File: config.mk
export PLATFORM = sky130hd
export DESIGN_NAME = vector_mask_packer
export DESIGN_NICKNAME = d
export VERILOG_FILES = /design/src/rtl/dragonfang_pkg.sv /design/src/rtl/vector_mask_chunk_align.sv /design/src/rtl/vector_mask_packer.sv
export SDC_FILE = /design/constraint.sdc
export NUM_CORES = 1
export LEC_CHECK = 0
export CORE_ASPECT_RATIO = 0.9
export CORE_MARGIN = 2
export CORE_UTILIZATION = 62
export DETAILED_ROUTE_END_ITERATION = 8
export PLACE_DENSITY = 0.86
export SYNTH_ARGS = -nofsm -noshare
export SYNTH_HDL_FRONTEND = slang
export SYNTH_SLANG_ARGS = --single-unit
File: constraint.sdc
create_clock -name clk -period 9.7 [get_ports clk]
set_clock_uncertainty 0.15 [all_clocks]
set_input_delay 0.97 -clock clk [delete_from_list [all_inputs] [get_ports clk]]
set_output_delay 0.97 -clock clk [all_outputs]
set_load 0.01 [all_outputs]
File: src/rtl/dragonfang_pkg.sv
// dragonfang_pkg: shared SEW encodings, packer state and mask-density helper
package dragonfang_pkg;
  typedef enum logic [1:0] {SEW_8, SEW_16, SEW_32, SEW_64} sew_t;
  typedef enum logic {ACCUM, HOLD} pack_state_t;
  function automatic logic [3:0] mask_bits_per_chunk(sew_t s);
    return 4'd8 >> s;
  endfunction
endpackage

File: src/rtl/vector_mask_chunk_align.sv
// vector_mask_chunk_align: positions the live bits of a chunk mask at the fill pointer
module vector_mask_chunk_align
  import dragonfang_pkg::*;
#(
  parameter int MASK_W = 64,
  parameter int PW = $clog2(MASK_W)
) (
  input  logic [7:0]        in_mask,
  input  sew_t              sew,
  input  logic [PW-1:0]     ptr,
  output logic [MASK_W-1:0] data,
  output logic [MASK_W-1:0] wen
);
  logic [7:0] nmask;
  assign nmask = 8'((9'd1 << mask_bits_per_chunk(sew)) - 9'd1);
  assign data = MASK_W'(in_mask & nmask) << ptr;
  assign wen = MASK_W'(nmask) << ptr;
endmodule

File: src/rtl/vector_mask_packer.sv
// vector_mask_packer: packs per-chunk comparison mask bits into dense mask words
module vector_mask_packer
  import dragonfang_pkg::*;
#(
  parameter int MASK_W = 64
) (
  input  logic                      clk,
  input  logic                      rst_n,
  input  sew_t                      sew_i,
  input  logic                      in_valid,
  output logic                      in_ready,
  input  logic [7:0]                in_mask,
  input  logic                      in_last,
  output logic                      out_valid,
  input  logic                      out_ready,
  output logic [MASK_W-1:0]         out_mask,
  output logic [$clog2(MASK_W):0]   out_count,
  output logic                      out_last
);
  localparam int PW = $clog2(MASK_W);
  localparam int CW = PW + 1;
  pack_state_t state_q, state_d;
  sew_t sew_q, sew_eff;
  logic [PW-1:0] ptr;
  logic [CW-1:0] fill;
  logic [MASK_W-1:0] acc, data, wen, merged, tail;
  logic accept, close;
  assign out_valid = state_q == HOLD;
  assign in_ready = !out_valid || out_ready;
  assign accept = in_valid && in_ready;
  assign sew_eff = ptr == '0 ? sew_i : sew_q;
  assign fill = CW'(ptr) + CW'(mask_bits_per_chunk(sew_eff));
  assign close = accept && (fill == CW'(MASK_W) || in_last);
  assign merged = (acc & ~wen) | data;
  assign tail = {MASK_W{1'b1}} >> (CW'(MASK_W) - fill);
  vector_mask_chunk_align #(.MASK_W(MASK_W), .PW(PW)) u_align (
    .in_mask (in_mask),
    .sew     (sew_eff),
    .ptr     (ptr),
    .data    (data),
    .wen     (wen)
  );
  always_comb begin
    state_d = state_q;
    state_d = close ? HOLD : (out_valid && out_ready) ? ACCUM : state_q;
  end
  always_ff @(posedge clk or negedge rst_n) begin
    if (!rst_n) begin
      state_q <= ACCUM;
      sew_q <= SEW_8;
      ptr <= '0;
      acc <= '0;
      out_mask <= '0;
      out_count <= '0;
      out_last <= 1'b0;
    end else begin
      state_q <= state_d;
      if (accept && ptr == '0) sew_q <= sew_i;
      if (close) begin
        acc <= '0;
        ptr <= '0;
        out_mask <= merged & tail;
        out_count <= fill;
        out_last <= in_last;
      end else if (accept) begin
        acc <= merged;
        ptr <= fill[PW-1:0];
      end
    end
  end
endmodule

==> key figures <==
Worst setup path
  • Req. time, crit path: 9.85 ns
  • Worst-path cell chain: buf_4, nor4_4, and2_1, nor2_1, nor2_1, ha_1, inv_1, fa_1, ha_1, inv_1, a2111oi_2, or2_1, a32oi_1, nand2_1, nand2b_1, o41ai_1
  • Worst path arrival time: 6.87 ns
  • WP buf/inv: 3
  • CP max stage delay: 0.97 ns
  • Delay-heaviest family, CP: simple AND/OR/NAND/NOR gates
  • Startpoint types: flip-flop
  • Crit path kind: flip-flop to flip-flop
  • CP endpoint kind: flip-flop
  • Worst path slowest cell: nand2_1
  • Crit-path max FO: 43

GRT
  • Global routing usage on met1: 0.590
  • Busiest grt layer: met2
  • Met2 GRT Util: 0.608
  • GR Overflow Total: 0
  • First-pass GRT wire length: 50400 um
  • Antenna violations before repair: 0
  • GRT Util Overall: 0.435
  • Largest net degree at the start of global routing: 84
  • Met3 Use GR: 0.143
  • Vias in the first global route: 8813

Clocking
  • Deepest clock path buffer count: 2
  • CTS tree: done
  • Worst skew pair latency: 0.44 ns
  • Cts repair resizes: 0
  • H-tree depth: 4
  • TritonCTS buffer count: 17
  • Reg clk slew, reported paths: 0.07 ns
  • Hold-fix buffers, CTS: 0
  • Sink Count: 145
  • Root Buffer: clkbuf_16
  • Postcts setup bufs: 0

Synthesis
  • Synth Flop Type: dfrtp_1
  • Syn Area/Cell: 9.07 um2
  • Mapped Area: 8870 um2
  • Mapped Nets: 1002
  • Ys Warns: 0
  • Synthesized instance count: 978
  • Ys async rst share: 1.00
  • Synth top area share: 0.409
  • Synth top area cells: dfrtp_1 41%, a32o_1 7.4%, o21ai_0 7.1%
  • EDFF count, synth: 0
  • Seq/Total Area, Yosys: 0.409
  • Cell variety after synth: 90
  • Yosys reg bits: 145
  • Area leader, netlist: dfrtp_1

STA
  • Final hold violations: 0
  • Final Setup Violations: 0
  • Worst setup margin: 2.98 ns
  • Max-slew violation count: 0
  • Fmax: 149 MHz
  • Setup_tns: 0 ns
  • Min Tclk post-route: 6.72 ns
  • Final period utilization: 0.693
  • RSZ-0062 raised after global routing: false
  • Max-slew headroom: 0.127
  • Worst-Margin Slew: 1.31 ns

Routing
  • Via count: 9127
  • Drt first pass iters: 6
  • Avg Vias per Cell: 7.45
  • Antenna Nets Post-Route: 0
  • 1st-iter DRT viols: 1694
  • Wire per inst: 26.7 um
  • Final wirelength: 32700 um
  • DRC: 0

Layout
  • Final nets: 1043
  • Fillers: 1010
  • Antenna diodes: 0
  • Layout cell share with drive strength beyond 1: 0.0930
  • Layout area overhead: 17.6%

Die
  • Die area: 15300 um2
  • Initial Utilization: 0.633
  • Core Box Area: 14000 um2
  • Die Span Y: 117 um
  • I/O pin total: 89
  • Die span in x: 130 um
  • FP Rows: 41

Hold path
  • Tightest Hold Check Type: flip-flop to flip-flop

Place
  • Dpl ws: 3.26 ns
  • Routability cong.: 0.994
  • DPL Wire Length: 21500 um
  • PortBufs: 88

Run
  • Max cap viols: 0

Outcome
  • Outcome: finished, final reports clean
==> cells in the mapped netlist, types with 4 or more instances <==
cell       number
a22oi_1         9
o21ai_0       125
mux2_2          4
a211o_1         5
buf_2          18
a32o_1         66
or2_2           4
ha_1            8
nand3_1        29
inv_1          16
and2_1          9
nor3_1          7
clkbuf_1       60
nor2b_1         9
a21oi_1        35
a22o_1         43
a32oi_1         4
a21o_1          7
a31oi_1        13
o41ai_1         7
o311ai_0        4
o2bb2ai_1       9
nor2_1         73
o21a_1          9
nand2_1       110
o31ai_1        19
nand2b_1       13
o211ai_1        9
o22ai_1         6
mux2i_1         9
and3_1          6
dfrtp_1       145
==> tightest hold or removal path: cells and delay by family (launching register included) <==
kind               cells  cell delay (ns)
AOI/OAI and AO/OA      1             0.06
DFF                    1             0.34
and+or+nand+nor        1             0.04
==> layer usage <==
metal | wire (um) | vias up
met2 | 13900 | 763
li1 | - | 3814
met5 | 0 | -
met3 | 4460 | 164
met1 | 12400 | 4386
met4 | 1980 | 0
==> logic make-up after synthesis <==
kind of cell	share of synthesized area
buffers and inverters	0.0504
and+or+nand+nor	0.148
DFF	0.409
muxes	0.0195
AOI/OAI and AO/OA	0.346
adders and majority gates	0.0135
xor gates and xnor gates	0.0138
==> flip-flops by register name (all words and copies together), names as in the netlist <==
register,cells
out_mask,64
sew_q,2
acc,64
ptr,6
out_count,7
out_valid,1
out_last,1
==> placed cells by master (no fill, tap or decap), drive strengths merged, types with 20 or more instances in the layout <==
master,count
a21oi,38
a22o,45
a32o,67
buf,22
clkbuf,20
clkdlybuf4s50,87
dfrtp,145
inv,23
nand2,111
nand3,29
nor2,75
o21ai,127
==> through the flow <==
stage,area [um2],hold slack [ns],utilization,std cells
after global routing,10400,0.362,0.745,1225
after detailed placement,9780,0.315,0.698,1193
final,10400,0.335,0.745,1225
after floorplan,8870,0.293,-,978
after global placement,9780,0.307,0.698,1193
after CTS,10400,0.333,0.745,1225
==> area by class of cell <==
type                       instances  area [um2]  share of cell area
clock inverter                    12         194              0.0186
sequential                       145        3630               0.348
clock buffer                      20         457              0.0438
multi-input combinational        729        4810               0.461
tap                              193         241              0.0231
inverter                          17        63.8             0.00612
timing repair buffer             109        1040              0.0997
==> worst paths after layout <==
path / from / endpoint / slack (ns) / cells past startpoint
worst max-delay path: ptr[2] / out_mask[62] / 2.98 / 16
min in group asynchronous: rst_n / sew_q[0] / 0.41 / 1
worst min register to register: acc[59] / acc[59] / 0.34 / 2
worst min-delay path: acc[59] / acc[59] / 0.34 / 2
max in group asynchronous: rst_n / out_mask[23] / 7.63 / 2
worst max register to register: ptr[2] / out_mask[62] / 2.98 / 16
Power is not shown: default switching activity piles up to over one toggle a cycle in this logic, so the estimate is an artifact.
